[src/rtl/elevator_dest_sched_if.sv]
// Request/destination bundle for the elevator destination scheduler.
// Optional cancel signals exist only when ELEVATOR_DEST_CANCEL_EN is defined.
interface elevator_dest_sched_if #(
    parameter int unsigned NUM_FLOORS = 7,
    parameter int unsigned FLOOR_W    = $clog2(NUM_FLOORS)
);
    logic                  req_valid;
    logic [FLOOR_W-1:0]    req_floor;
    logic [FLOOR_W-1:0]    current_floor;
    logic                  arrived;
    logic                  dest_ready;
    logic                  dest_valid;
    logic [FLOOR_W-1:0]    dest_floor;
    logic                  next_up_ndown;
    logic [NUM_FLOORS-1:0] queue_status;
    logic                  queue_empty;
`ifdef ELEVATOR_DEST_CANCEL_EN
    logic                  req_cancel;
    logic [FLOOR_W-1:0]    cancel_floor;
`endif

    // Car/request side: drives requests and position, observes the scheduler
    modport master (
`ifdef ELEVATOR_DEST_CANCEL_EN
        output req_cancel,
        output cancel_floor,
`endif
        output req_valid,
        output req_floor,
        output current_floor,
        output arrived,
        output dest_ready,
        input  dest_valid,
        input  dest_floor,
        input  next_up_ndown,
        input  queue_status,
        input  queue_empty
    );

    // Scheduler side
    modport slave (
`ifdef ELEVATOR_DEST_CANCEL_EN
        input  req_cancel,
        input  cancel_floor,
`endif
        input  req_valid,
        input  req_floor,
        input  current_floor,
        input  arrived,
        input  dest_ready,
        output dest_valid,
        output dest_floor,
        output next_up_ndown,
        output queue_status,
        output queue_empty
    );
endinterface

[src/rtl/elevator_dest_sched.sv]
// Elevator destination scheduler: collects floor requests into a bitmap,
// picks the next stop (same floor, then continue in direction, then reverse),
// offers it with a valid/ready handshake and retires it on arrival.
// Optional request cancellation: define ELEVATOR_DEST_CANCEL_EN.
module elevator_dest_sched #(
    parameter int unsigned NUM_FLOORS = 7,
    parameter int unsigned FLOOR_W    = $clog2(NUM_FLOORS)
) (
    input  logic                 clk,
    input  logic                 rst_n,
    elevator_dest_sched_if.slave bus
);

    typedef enum logic [1:0] {IDLE, RESOLVE, OFFER, TRAVEL} state_t;

    state_t                state, state_nxt;
    logic [NUM_FLOORS-1:0] queue_q, queue_nxt;
    logic                  queue_empty_q;
    logic                  dest_valid_q, dest_valid_nxt;
    logic [FLOOR_W-1:0]    dest_q, dest_nxt;
    logic                  dir_q, dir_nxt;

    logic [NUM_FLOORS-1:0] req_mask, cancel_mask, dest_mask, arrive_mask;
    logic                  here_hit, above_found, below_found;
    logic [FLOOR_W-1:0]    above_floor, below_floor;
    logic                  abort;

    // Decode request, cancel and current destination into floor masks;
    // a request to the same floor overrides a cancel on the same edge
    always_comb begin
        req_mask    = '0;
        cancel_mask = '0;
        dest_mask   = '0;
        for (int unsigned f = 0; f < NUM_FLOORS; f++) begin
            req_mask[f]  = bus.req_valid && (bus.req_floor == FLOOR_W'(f));
            dest_mask[f] = (dest_q == FLOOR_W'(f));
`ifdef ELEVATOR_DEST_CANCEL_EN
            cancel_mask[f] = bus.req_cancel && (bus.cancel_floor == FLOOR_W'(f)) && !req_mask[f];
`endif
        end
    end

    // A cancel that takes effect on the floor being offered/travelled to aborts it
    always_comb begin
        abort = 1'b0;
`ifdef ELEVATOR_DEST_CANCEL_EN
        abort = bus.req_cancel && (bus.cancel_floor == dest_q) &&
                !(bus.req_valid && (bus.req_floor == bus.cancel_floor));
`endif
    end

    // Scan pending floors: hit at car, nearest above, nearest below
    always_comb begin
        here_hit    = 1'b0;
        above_found = 1'b0;
        below_found = 1'b0;
        above_floor = '0;
        below_floor = '0;
        for (int unsigned f = 0; f < NUM_FLOORS; f++) begin
            if (queue_q[f]) begin
                if (FLOOR_W'(f) == bus.current_floor) begin
                    here_hit = 1'b1;
                end
                if (FLOOR_W'(f) > bus.current_floor && !above_found) begin
                    above_found = 1'b1;
                    above_floor = FLOOR_W'(f);
                end
                if (FLOOR_W'(f) < bus.current_floor) begin
                    below_found = 1'b1;
                    below_floor = FLOOR_W'(f);
                end
            end
        end
    end

    // Next-state, next-output and queue update
    always_comb begin
        state_nxt      = state;
        dest_valid_nxt = dest_valid_q;
        dest_nxt       = dest_q;
        dir_nxt        = dir_q;
        arrive_mask    = '0;
        case (state)
            IDLE: begin
                dest_valid_nxt = 1'b0;
                if (!queue_empty_q) begin
                    state_nxt = RESOLVE;
                end
            end
            RESOLVE: begin
                state_nxt      = OFFER;
                dest_valid_nxt = 1'b1;
                if (here_hit) begin
                    dest_nxt = bus.current_floor;
                end else if (dir_q && above_found) begin
                    dest_nxt = above_floor;
                    dir_nxt  = 1'b1;
                end else if (below_found) begin
                    dest_nxt = below_floor;
                    dir_nxt  = 1'b0;
                end else if (above_found) begin
                    dest_nxt = above_floor;
                    dir_nxt  = 1'b1;
                end else begin
                    // Queue emptied by a cancel before resolution
                    state_nxt      = IDLE;
                    dest_valid_nxt = 1'b0;
                end
            end
            OFFER: begin
                if (abort) begin
                    state_nxt      = IDLE;
                    dest_valid_nxt = 1'b0;
                end else if (bus.dest_ready) begin
                    state_nxt      = TRAVEL;
                    dest_valid_nxt = 1'b0;
                end
            end
            TRAVEL: begin
                if (abort) begin
                    state_nxt = IDLE;
                end else if (bus.arrived && (bus.current_floor == dest_q)) begin
                    arrive_mask = dest_mask;
                    state_nxt   = IDLE;
                end
            end
            default: begin
                state_nxt      = IDLE;
                dest_valid_nxt = 1'b0;
            end
        endcase
        // Arrival clear beats a same-floor request; request beats cancel
        queue_nxt = ((queue_q & ~cancel_mask) | req_mask) & ~arrive_mask;
    end

    // State and output registers
    always_ff @(posedge clk or negedge rst_n) begin
        if (!rst_n) begin
            state         <= IDLE;
            queue_q       <= '0;
            queue_empty_q <= 1'b1;
            dest_valid_q  <= 1'b0;
            dest_q        <= '0;
            dir_q         <= 1'b1;
        end else begin
            state         <= state_nxt;
            queue_q       <= queue_nxt;
            queue_empty_q <= (queue_nxt == '0);
            dest_valid_q  <= dest_valid_nxt;
            dest_q        <= dest_nxt;
            dir_q         <= dir_nxt;
        end
    end

    assign bus.queue_status  = queue_q;
    assign bus.queue_empty   = queue_empty_q;
    assign bus.dest_valid    = dest_valid_q;
    assign bus.dest_floor    = dest_q;
    assign bus.next_up_ndown = dir_q;

endmodule

[src/flat_wrapper.sv]
// flat-port wrapper written by rule: the top's interface ports become plain ports
module elevator_dest_sched_flat 
#(
    parameter int unsigned NUM_FLOORS = 7,
    parameter int unsigned FLOOR_W    = $clog2(NUM_FLOORS)
)
  (clk, rst_n, bus_req_valid, bus_req_floor, bus_current_floor, bus_arrived, bus_dest_ready, bus_dest_valid, bus_dest_floor, bus_next_up_ndown, bus_queue_status, bus_queue_empty);
  elevator_dest_sched_if #(.NUM_FLOORS(NUM_FLOORS), .FLOOR_W(FLOOR_W)) bus_i ();
  input  logic clk;
  input  logic rst_n;
  input wire logic [$bits(bus_i.req_valid)-1:0] bus_req_valid;
  input wire logic [$bits(bus_i.req_floor)-1:0] bus_req_floor;
  input wire logic [$bits(bus_i.current_floor)-1:0] bus_current_floor;
  input wire logic [$bits(bus_i.arrived)-1:0] bus_arrived;
  input wire logic [$bits(bus_i.dest_ready)-1:0] bus_dest_ready;
  output wire logic [$bits(bus_i.dest_valid)-1:0] bus_dest_valid;
  output wire logic [$bits(bus_i.dest_floor)-1:0] bus_dest_floor;
  output wire logic [$bits(bus_i.next_up_ndown)-1:0] bus_next_up_ndown;
  output wire logic [$bits(bus_i.queue_status)-1:0] bus_queue_status;
  output wire logic [$bits(bus_i.queue_empty)-1:0] bus_queue_empty;
  assign bus_i.req_valid = bus_req_valid;
  assign bus_i.req_floor = bus_req_floor;
  assign bus_i.current_floor = bus_current_floor;
  assign bus_i.arrived = bus_arrived;
  assign bus_i.dest_ready = bus_dest_ready;
  assign bus_dest_valid = bus_i.dest_valid;
  assign bus_dest_floor = bus_i.dest_floor;
  assign bus_next_up_ndown = bus_i.next_up_ndown;
  assign bus_queue_status = bus_i.queue_status;
  assign bus_queue_empty = bus_i.queue_empty;
  elevator_dest_sched #(.NUM_FLOORS(NUM_FLOORS), .FLOOR_W(FLOOR_W)) u_core (.clk(clk), .rst_n(rst_n), .bus(bus_i));
endmodule
[config.mk]
export PLATFORM = sky130hd
export DESIGN_NAME = elevator_dest_sched_flat
export DESIGN_NICKNAME = d
export VERILOG_FILES = /design/src/rtl/elevator_dest_sched_if.sv /design/src/rtl/elevator_dest_sched.sv /design/src/flat_wrapper.sv
export SDC_FILE = /design/constraint.sdc
export NUM_CORES = 1
export LEC_CHECK = 0
export ABC_CLOCK_PERIOD_IN_PS = 3050
export BUFFER_PORTS_ARGS = -buffer_cell sky130_fd_sc_hd__buf_2
export CORE_ASPECT_RATIO = 1.2
export CORE_MARGIN = 5
export CORE_UTILIZATION = 58
export DETAILED_ROUTE_END_ITERATION = 16
export GPL_TIMING_DRIVEN = 1
export PLACE_DENSITY = 0.81
export SYNTH_ARGS = -nofsm -noshare
export SYNTH_HDL_FRONTEND = slang
export SYNTH_SLANG_ARGS = --single-unit
export TNS_END_PERCENT = 20
[constraint.sdc]
create_clock -name clk -period 3.05 [get_ports clk]
set_clock_uncertainty 0.2 [all_clocks]
set_input_delay 0.1525 -clock clk [delete_from_list [all_inputs] [get_ports clk]]
set_output_delay 0.1525 -clock clk [all_outputs]
set_load 0.1 [all_outputs]
# Word level (Yosys, flattened, before mapping)
# Index checks and enable logic that the tools add are counted.
# classes
addsub	0
mul	0
n_div	0
n_lt_le_gt_ge	14
n_eq_ne	25
shifts	0
mux	89
bitwise	4
reduce_logical	33
# op_table
operator	n
2-to-1 mux 3 bit	26
2-to-1 mux 1 bit	52
== test 3 bit (second input constant)	6
logical AND 1 bit	15
2-to-1 mux 2 bit	7
2-to-1 mux 7 bit	2
== test 3 x 2 -> 1 bit (second input constant)	4
== test 3 bit (first input constant)	3
greater-than comparator 3 bit (first input constant)	3
logical NOT 3 bit	3
less-than comparator 3 bit (first input constant)	3
case mux 2 bit (4 select lines)	1
AND 7 bit	1
logical NOT 7 bit	1
inverter 7 bit	1
bitwise OR 7 bit	1
== test 2 x 3 -> 1 bit (first input constant)	2
== test 3 x 1 -> 1 bit (second input constant)	2
greater-than comparator 1 x 3 -> 1 bit (first input constant)	2
greater-than comparator 2 x 3 -> 1 bit (first input constant)	2
logical NOT 1 bit	6
less-than comparator 1 x 3 -> 1 bit (first input constant)	2
less-than comparator 2 x 3 -> 1 bit (first input constant)	2
AND reduction 3 bit	2
12 further kinds	16
# totals
regBits	15
latch_bits	0
ram_bits	0
mem_bits_ro	0
elab_cells	171
memories	0

# Longest topological paths before layout
# Gate-level depths: netlist of the first run.
# depth
depth_word	32
ltp_mapped	8
depth_no_buf	6

# Least setup slack after synthesis of the first run
# OpenSTA, ideal clock, no wires.
# synth_path
path_kind	register to register
start	register u_core.queue_q[4] (netlist: u_core.bus.queue_status[4])
end	register u_core.dir_q (netlist: u_core.bus.next_up_ndown)
setup_time_ns	0.079
arrival_time_ns	2.358
required_time_ns	2.771
setup_slack_ns	0.413
path_stages_with_launch	8
synth_period_minus_slack_ns	2.637
path_cell_list	dfrtp_1 buf_2 nor2_1 a32o_1 a21o_1 a41oi_4 nand4_1 a22o_1
# synth_between
elab_chain_len	12
word_cells_on_any_way	25
classes_between	mux: 17; bitwise: 1; reduce/logical: 7
# synth_rtl
element	line_no	text
start, declared	elevator_dest_sched.sv:17	logic [NUM_FLOORS-1:0] queue_q, queue_nxt;
start signal, assigned	elevator_dest_sched.sv:147	queue_q <= queue_nxt;
2-to-1 mux 1 bit	elevator_dest_sched.sv:60	if (queue_q[f]) begin
logical NOT 1 bit	elevator_dest_sched.sv:64	if (FLOOR_W'(f) > bus.current_floor && !above_found) begin
logical AND 1 bit	elevator_dest_sched.sv:64	
2-to-1 mux 1 bit	elevator_dest_sched.sv:64	
2-to-1 mux 1 bit	elevator_dest_sched.sv:60	
logical NOT 1 bit	elevator_dest_sched.sv:64	
logical AND 1 bit	elevator_dest_sched.sv:64	
2-to-1 mux 1 bit	elevator_dest_sched.sv:64	
2-to-1 mux 1 bit	elevator_dest_sched.sv:60	
logical AND 1 bit	elevator_dest_sched.sv:95	end else if (dir_q && above_found) begin
nonzero test 3 bit (no line)	--	
AND reduction 3 bit (no line)	--	
end signal, assigned	elevator_dest_sched.sv:151	dir_q <= dir_nxt;
end, declared	elevator_dest_sched.sv:21	logic dir_q, dir_nxt;
# Parallel ways exist; a longest one is shown, timed or not.
# A chain may end at the register's enable or synchronous reset.

# Worst setup path after layout of the first run
# layout_path
start	register u_core.queue_q[2] (netlist: u_core.bus.queue_status[2])
end	register u_core.dir_q (netlist: u_core.bus.next_up_ndown)
# layout_between
elab_chain_len	20
word_cells_on_any_way	41
classes_between	mux: 29; bitwise: 1; reduce/logical: 11
# layout_rtl
element	line_no
2-to-1 mux 1 bit	elevator_dest_sched.sv:60
logical NOT 1 bit	elevator_dest_sched.sv:64
logical AND 1 bit	elevator_dest_sched.sv:64
2-to-1 mux 1 bit	elevator_dest_sched.sv:64
2-to-1 mux 1 bit	elevator_dest_sched.sv:60
logical NOT 1 bit	elevator_dest_sched.sv:64
logical AND 1 bit	elevator_dest_sched.sv:64
2-to-1 mux 1 bit	elevator_dest_sched.sv:64
[... 4 more ...]	--
2-to-1 mux 1 bit	elevator_dest_sched.sv:60
logical NOT 1 bit	elevator_dest_sched.sv:64
logical AND 1 bit	elevator_dest_sched.sv:64
2-to-1 mux 1 bit	elevator_dest_sched.sv:64
2-to-1 mux 1 bit	elevator_dest_sched.sv:60
logical AND 1 bit	elevator_dest_sched.sv:95
nonzero test 3 bit (no line)	--
AND reduction 3 bit (no line)	--
# Parallel ways exist; a longest one is shown, timed or not.

==> results.md, run 1 <==
Place:
- After legalization and detailed placement, the total HPWL measured 2420 um.
- The placer's final routability congestion estimate is 0.921.
- The total instance count after detailed placement is 199.
- The count of buffers from port buffering is 23.

Clock tree:
- The cell chosen for the clock root is sky130_fd_sc_hd__clkbuf_4.
- In this run the number of H-tree levels came out at 1.
- The post-CTS repair timing setup buffer count is 0.
- The maximum count of clock buffers along a single path is 2.
- The number of buffers inserted during clock tree synthesis is 3.
- The TritonCTS clock tree is built.
- The number of gates resized after CTS was 0.
- The clock transition at the registers of the reported paths is 0.08 ns.
- The number of clock sinks is 15.
- For the worst-skew pair, the clock arrives at the later sink with an insertion delay of 0.28 ns.

Routing:
- Summing over every cut layer, the via total after detailed routing is 1,263.
- After detailed routing, the number of remaining DRC violations is 0.
- The count of nets left with antenna violations once routing finished came out at 0.
- After detailed routing, the number of vias per cell comes to 6.16.
- After the first detailed-routing iteration, the DRC count stood at 63.
- In the final routed layout, each cell accounts on average for 15.6 um.
- The total routed wirelength is 3200 um.
- The detailed-routing iteration count for the pre-antenna-repair pass is 4.

Worst setup path:
- The critical path goes through mux2i_1 -> nor3_1 -> a211oi_2 -> a41oi_4 -> and2_1 -> a22o_1.
- The number of cells traversed by the worst register-to-register path is 6.
- The worst setup path endpoint is u_core.bus.next_up_ndown$_DFFE_PN1P_.
- The maximum fanout along the worst path is 10.
- The worst register-to-register path begins at u_core.bus.queue_status[2]$_DFF_PN0_.
- The start point of the critical path is u_core.bus.queue_status[2]$_DFF_PN0_.
- The cell type of the slowest stage on the worst timing path is sky130_fd_sc_hd__dfrtp_1.
- STA puts the critical path data required time at 3.07 ns.
- The worst setup path is launched from a flop.
- The minimum setup slack among reg-to-reg paths is 0.78 ns.
- The endpoint class of the critical path is a flop.
- In this run the critical register-to-register path is captured at u_core.bus.next_up_ndown$_DFFE_PN1P_.
- For this run, the slowest stage of the critical path takes 0.48 ns.
- STA puts the critical path data arrival time at 2.29 ns.
- The critical path is of the reg2reg type.

Yosys:
- The synthesized design spends more area on one cell type than any other, namely sky130_fd_sc_hd__dfrtp_1.
- Counting distinct cell types in the post-synthesis netlist gives 47.
- The register area share after synthesis is 29.1%.
- Counting flops with an async set or reset pin after synthesis yields a share of 100%.
- After synthesis, the cell types taking the most area are sky130_fd_sc_hd__dfrtp_1, sky130_fd_sc_hd__a21oi_1, sky130_fd_sc_hd__a31oi_1.
- The fraction of post-synthesis cell area in the top cell type by area is 25.0%.
- The synthesized cell area is 1300 um2.
- The synthesized area divided by synthesized cell count is 8.27 um2.
- For this run, the leading register cell type out of synthesis is sky130_fd_sc_hd__dfrtp_1.
- The flip-flop and latch count after synthesis is 15.
- The count of warnings emitted by yosys is 0.
- In this run, synthesis inferred 0 flip-flops with an integrated enable.
- The net count after synthesis is 168.
- The synthesized instance count is 157.

Power and ir drop:
- The internal power is 0.553 mW.
- Summed over all cells, the static leakage comes to 0.608 nW.
- The largest voltage drop on the vdd net is 0.872 mV.
- The clock power share is 7.6%.
- The power per standard cell area is 1020 nW/um2.
- The power share of the combinational group is 64.0%.
- Of the total power, registers draw 28.4%.
- Net switching is 62.2% of the power.
- For this design the total switching power over the nets is 0.910 mW.

Finish:
- Leaving out fill and tap cells, the most frequent cell in the layout is sky130_fd_sc_hd__buf_2.
- The number of antenna cells inserted is 0.
- The fraction of final layout cells with drive strength greater than 1 is 22.3%.
- The area growth from synthesis to layout is 10.1%.
- The final non-filler cell total is 205.
- The total number of nets in the final design is 187.
- The library cells used most frequently in the layout, excluding fill and tap cells, are sky130_fd_sc_hd__buf_2, sky130_fd_sc_hd__a21oi_1, sky130_fd_sc_hd__dfrtp_1.

Floorplanning:
- The floorplan has 18 rows.
- Measured along the y axis, the die boundary spans 61.8 um.
- The region available for standard cell placement spans 2090 um2.
- For this configuration, the core starts out at a cell density of 62.0%.
- The I/O pin count is 24.
- The die is 53.2 um wide.
- The overall die area is 3290 um2.

Outcome:
- The flow ran to the end, and the final reports show no timing, DRC or antenna violations.

Timing:
- The total negative setup slack is 0 ns.
- Headroom to the max-slew limit came out at 67.6%.
- The final max-slew violation count is 0.
- The number of endpoints with negative hold slack in the final report came to 0.
- Setup violations remaining at the end of the flow were counted as 0.
- The ratio of final minimum period to clock period is 74.6%.
- The clock period could shrink to 2.27 ns.
- Derived from the worst setup path, the maximum achievable clock frequency is 440 MHz.
- For the pin with the worst max-slew slack, the measured transition is 0.489 ns.
- Setup repair after global routing left no endpoint under its margin.

GRT:
- Entering global routing, the biggest net connects 29 pins.
- The via count of the first global-routing pass is 1,187.
- The number of antenna violations at the first check in global routing was 0.
- The total overflow left after global routing is 0.
- The first global-routing pass estimated 5280 um of wire.
- The global router's overall resource usage is 22.0%.

Run:
- Max-cap violations in this run came to 0.

Worst hold path:
- The type of the worst min-delay path is in2reg.
-- cell type report --
| type | count | area, um2 |
|---|---|---|
| Clock buffer | 4 | 26.3 |
| Fill cell | 183 | 664 |
| Multi-Input combinational cell | 122 | 820 |
| Timing Repair Buffer | 25 | 135 |
| Tap cell | 30 | 37.5 |
| Inverter | 9 | 33.8 |
| Sequential cell | 15 | 378 |
-- state kept, by name, summed over array words and instances, names as in the netlist, named ones only --
register / count
u_core.state: 1
u_core.bus.next_up_ndown: 1
u_core.bus.queue_status: 7
u_core.bus.dest_valid: 1
u_core.bus.dest_floor: 3
u_core.bus.queue_empty: 1
-- kinds of logic after synthesis --
family / share of synthesized area [%]
AOI/OAI and AO/OA: 32.0
and+or+nand+nor: 23.1
buffers and inverters: 7.80
DFF: 29.1
muxes: 5.49
xor gates and xnor gates: 2.50
-- power groups by stage --
stage | registers, mW | logic, mW | clock network, mW
finish | 0.416 | 0.936 | 0.111
floorplan | 0.816 | 0.364 | 0
CTS | 0.412 | 0.935 | 0.115
detailed placement | 0.417 | 0.930 | 0
global placement | 0.412 | 0.920 | 0
global route | 0.430 | 0.985 | 0.125
-- per-stage QoR --
stage	area, um2	total power, mW	hold slack, ns	worst slack, ns	util [%]
2_1_floorplan	1300	1.18	-0.343	0.413	-
3_3_place_gp	1380	1.33	-0.138	0.839	66.1
3_5_place_dp	1380	1.35	-0.128	0.723	66.1
4_1_cts	1430	1.46	0.0190	0.806	68.3
5_1_grt	1430	1.54	0.0443	0.614	68.3
6_report	1430	1.46	0.0336	0.775	68.3
-- synthesized netlist by cell type, types with 2 or more instances --
| library cell | instances |
|---|---|
| sky130_fd_sc_hd__nor2_1 | 10 |
| sky130_fd_sc_hd__nand3_1 | 3 |
| sky130_fd_sc_hd__buf_6 | 2 |
| sky130_fd_sc_hd__a21o_1 | 3 |
| sky130_fd_sc_hd__buf_2 | 5 |
| sky130_fd_sc_hd__dfrtp_1 | 13 |
| sky130_fd_sc_hd__clkbuf_1 | 2 |
| sky130_fd_sc_hd__a21oi_1 | 13 |
| sky130_fd_sc_hd__a31oi_1 | 10 |
| sky130_fd_sc_hd__o21ai_0 | 12 |
| sky130_fd_sc_hd__mux2i_1 | 6 |
| sky130_fd_sc_hd__o22ai_1 | 3 |
| sky130_fd_sc_hd__a32oi_1 | 2 |
| sky130_fd_sc_hd__nand2_1 | 11 |
| sky130_fd_sc_hd__nor2b_1 | 4 |
| sky130_fd_sc_hd__inv_1 | 9 |
| sky130_fd_sc_hd__and3_1 | 2 |
| sky130_fd_sc_hd__nor3_2 | 2 |
| sky130_fd_sc_hd__dfstp_2 | 2 |
| sky130_fd_sc_hd__o32ai_1 | 3 |
| sky130_fd_sc_hd__nand2b_1 | 7 |
| sky130_fd_sc_hd__and2_1 | 3 |
| sky130_fd_sc_hd__o211ai_1 | 2 |
| sky130_fd_sc_hd__nor3_1 | 3 |
| sky130_fd_sc_hd__xor2_2 | 2 |
| sky130_fd_sc_hd__a22o_1 | 2 |
-- worst max-delay path: cells and delay by family (launching register included) --
| kind | cells | cell delay, ns |
|---|---|---|
| AOI/OAI and AO/OA | 3 | 0.91 |
| DFF | 1 | 0.48 |
| muxes | 1 | 0.29 |
| and+or+nand+nor | 2 | 0.34 |
-- layer usage --
layer  GRT usage (%)  vias up  wire length [um]
met5               0        -                 0
met1            27.6      597              1330
met2            37.4       41              1620
li1                -      616                 -
met3            2.15        9               155
met4            11.7        0                98
-- worst min path at each step --
stage	slack, ns	startpoint	endpoint	depth (start not counted)
6_report	0.03	bus_req_floor[1]	u_core.bus.queue_status[3]$_DFF_PN0_	3
4_1_cts	0.02	bus_req_floor[1]	u_core.bus.queue_status[3]$_DFF_PN0_	3
2_1_floorplan	-0.34	rst_n	asynchronous set/reset pin	0
3_3_place_gp	-0.14	rst_n	u_core.state[0]$_DFFE_PN0P_	1
3_5_place_dp	-0.13	rst_n	asynchronous set/reset pin	1
5_1_grt	0.04	bus_req_floor[0]	u_core.bus.queue_status[5]$_DFF_PN0_	3
-- what timing repair did --
item,4_1_cts,5_1_grt
hold buffers,2,0
endpoints found under the hold margin,16,0
setup endpoints to repair,0,0
No activity file was read; power rests on OpenSTA's default activity.
==> run 2, diff against run 1 <==
ABC_CLOCK_PERIOD_IN_PS = 2200   (was 3050)
CORE_UTILIZATION = 55   (was 58)
PLACE_DENSITY = 0.77   (was 0.81)
clock period = 2.2 ns   (was 3.05 ns; I/O delays follow)
==> run 2 against run 1 <==
Against the previous run: the flow now finishes with violations (negative setup slack); clock power is 45% higher; maximum frequency is 1.6% higher; non-clock buffer count is 12 higher; cell count is 6.3% higher; global-route usage is 2.1 points higher; critical path depth stayed put; register-to-register slack worse by 0.81 ns.
==> results.md, run 2 (synthesis results as in run 1) <==
Finish:
- The flip-flop count of the largest register after layout is 7 (unchanged).
- Commonest cells after routing, fill and taps aside: sky130_fd_sc_hd__buf_2, sky130_fd_sc_hd__o21ai_0, sky130_fd_sc_hd__nand2_1 (was sky130_fd_sc_hd__buf_2, sky130_fd_sc_hd__a21oi_1, sky130_fd_sc_hd__dfrtp_1).
- The most common cell after layout, fill and taps aside is sky130_fd_sc_hd__buf_2 (unchanged).
- The total number of nets in the final design is 199 (was 187).
- The number of antenna cells inserted is 0 (unchanged).
- The cell area after layout is 1590 um2 (was 1430 um2).
- The fraction of final layout cells with drive strength greater than 1 is 35.8% (was 22.3%).
- The core occupancy in the finished layout was 69.5% (was 68.3%).
- The fill cell instance count of the final layout came to 199 (was 183).
- The layout overhead on the synthesized area is 22.2% (was 10.1%).

Timing:
- The worst hold slack after final layout was 0.0145 ns (was 0.0336 ns).
- The ratio of final minimum period to clock period is 102% (was 74.6%).
- The count of endpoints failing setup in the final report came to 1 (was 0).
- The relative slew slack is 67.6% (about the same).
- RSZ-0062 raised after global routing: yes (was no).
- The minimum setup slack in the final design came to -0.0398 ns (was 0.775 ns).
- The actual slew at the worst max-slew pin is 0.490 ns (was 0.489 ns).
- The number of endpoints with negative hold slack in the final report is 0 (unchanged).
- The final critical path time including I/O delays and setup came to 2.24 ns (was 2.27 ns).
- The maximum clock frequency is 446 MHz (was 440 MHz).
- The final max-slew violation count is 0 (unchanged).
- The total negative setup slack came to -0.0398 ns (was 0 ns).

GRT:
- The global-route wire length before repair came to 6240 um (was 5280 um).
- The maximum number of pins on one net before global-route repair was 23 (was 29).
- The global router's overall resource usage was 24.1% (was 22.0%).
- The via count of the first global-routing pass is 1,315 (was 1,187).
- The number of antenna violations at the first check in global routing came to 0 (unchanged).
- The final global-route overflow total was 0 (unchanged).

Floorplanning:
- The row count came to 19 (was 18).
- The standard cell core area is 2280 um2 (was 2090 um2).
- The overall die width is 54.4 um (was 53.2 um).
- The die boundary height is 63.2 um (was 61.8 um).
- The overall die area is 3440 um2 (was 3290 um2).
- The I/O pin count was 24 (unchanged).
- The starting utilization of the core area was 56.9% (was 62.0%).

Routing:
- The average wire length per cell after detail routing came to 17.0 um (was 15.6 um).
- The total routed wirelength is 3710 um (was 3200 um).
- The number of nets still failing antenna checks after routing is 0 (unchanged).
- The number of DRC violations after detailed-routing iteration 0 is 34 (was 63).
- The detailed-routing iteration count for the pre-antenna-repair pass came to 4 (unchanged).
- The post-detailed-route DRC marker count is 0 (unchanged).
- The mean number of vias per cell is 6.13 (was 6.16).
- The total vias in the final route is 1,337 (was 1,263).

Worst setup path:
- The maximum fanout along the worst path was 5 (was 10).
- The endpoint class of the critical path was a flop (unchanged).
- The worst reg2reg path startpoint is u_core.bus.dest_floor[1]$_DFFE_PN0P_ (was u_core.bus.queue_status[2]$_DFF_PN0_).
- List of cells traversed by the critical path: xor2_2 -> nor4_4 -> buf_4 -> a21oi_2 -> or4_4 -> nor3_2 (was mux2i_1 -> nor3_1 -> a211oi_2 -> a41oi_4 -> and2_1 -> a22o_1).
- The family of cells with the greatest summed delay on the critical path is simple AND/OR/NAND/NOR gates (was compound AO/OA/AOI/OAI gates).
- The start point of the critical path is u_core.bus.dest_floor[1]$_DFFE_PN0P_ (was u_core.bus.queue_status[2]$_DFF_PN0_).
- The buffering stage count on the worst path with inverters included is 1 (was 0).
- The launching element type of the critical path is a flop (unchanged).
- The cell type of the slowest stage on the worst timing path is sky130_fd_sc_hd__or4_4 (was sky130_fd_sc_hd__dfrtp_1).
- The data required time at the worst endpoint was 2.23 ns (was 3.07 ns).
- The worst stage delay on the critical path came to 0.53 ns (was 0.48 ns).
- The signal arrival time at the worst endpoint was 2.27 ns (was 2.29 ns).
- The path type of the worst setup path was reg2reg (unchanged).

Worst hold path:
- The type of the worst min-delay path is in2reg (unchanged).
- The critical hold path startpoint is bus_req_valid (was bus_req_floor[1]).

Clock tree:
- The TritonCTS clock tree is built (unchanged).
- The number of clock sinks is 15 (unchanged).
- The number of buffers inserted during clock tree synthesis is 3 (unchanged).
- The clock transition at the registers of the reported paths was 0.09 ns (was 0.08 ns).
- The maximum count of clock buffers along a single path came to 2 (unchanged).
- The cell chosen for the clock root is sky130_fd_sc_hd__clkbuf_4 (unchanged).
- The number of H-tree levels is 1 (unchanged).
- The clock latency reported for the late side of the worst-skew pair came to 0.30 ns (was 0.28 ns).

Power and ir drop:
- The largest voltage drop on the vdd net was 1.56 mV (was 0.872 mV).
- The power per standard cell area was 1380 nW/um2 (was 1020 nW/um2).
- The total leakage power is 0.668 nW (was 0.608 nW).

Run:
- The max-capacitance violation count came to 0 (unchanged).

Place:
- The total placed instance area was 1480 um2 (was 1380 um2).
- The half-perimeter wire length after detailed placement was 2760 um (was 2420 um).
- The count of buffers from port buffering is 23 (unchanged).
- The worst slack after detailed placement is 0.00871 ns (was 0.723 ns).
- The placer's final routability congestion estimate is 0.859 (was 0.921).

Outcome:
- Result of the run: finished with violations (was finished clean).
- The final reports fail on negative setup slack.
[run 2: worst paths after layout]
path	cells past startpoint	slack, ns	endpoint
setup / recovery	6	-0.04	u_core.bus.queue_empty$_DFF_PN1_
hold / removal	4	0.01	u_core.bus.queue_status[6]$_DFF_PN0_
setup reg to reg	6	-0.04	u_core.bus.queue_empty$_DFF_PN1_
hold reg to reg	1	0.35	u_core.state[0]$_DFFE_PN0P_
max in group asynchronous	2	1.46	u_core.bus.next_up_ndown$_DFFE_PN1P_
min in group asynchronous	2	0.04	u_core.bus.queue_status[6]$_DFF_PN0_
[run 2: layout make-up]
cell class | count | area, um2 | share of cell area, %
Timing Repair Buffer | 37 | 230 | 14.5
Tap cell | 31 | 38.8 | 2.44
Multi-Input combinational cell | 122 | 848 | 53.5
Inverter | 9 | 33.8 | 2.13
Clock buffer | 3 | 22.5 | 1.42
Clock inverter | 1 | 5.00 | 0.315
Sequential cell | 15 | 408 | 25.7
[run 2: stage by stage]
step                      instances  power [mW]
after detailed placement        208        1.97
after global placement          208        1.93
after CTS                       216        2.14
after global routing            218        2.30
final                           218        2.18
after floorplan                 157        1.69
[run 2: repair_timing]
item | 4_1_cts | 5_1_grt
endpoints found under the setup margin | 1 | 4
hold buffers | 4 | 0
pin swaps | 1 | 3
endpoints found under the hold margin | 19 | 0
gates resized for setup | 0 | 6
buffers inserted | 0 | 2
[run 2: where the power goes]
part	leakage [nW]	switching, mW	total (mW)	internal, mW
clock network	0.0177	0.0937	0.161	0.0678
logic	0.497	1.06	1.43	0.368
registers	0.153	0.173	0.594	0.421
total	0.668	1.32	2.18	0.857
[run 2: worst min-delay path, delay by kind of cell]
family | cells | cell delay [ns]
buffers and inverters | 1 | 0.10
AOI/OAI and AO/OA | 2 | 0.20
and+or+nand+nor | 1 | 0.07
[run 2: metal layers]
metal | vias to the layer above | global-route usage (%) | part of all wire (%) | wire length [um]
met2 | 50 | 38.5 | 52 | 1920
met1 | 634 | 31.5 | 41 | 1530
met4 | 0 | 12.1 | 3.0 | 113
li1 | 642 | - | - | -
met5 | - | 0 | 0 | 0
met3 | 11 | 1.65 | 4.0 | 148
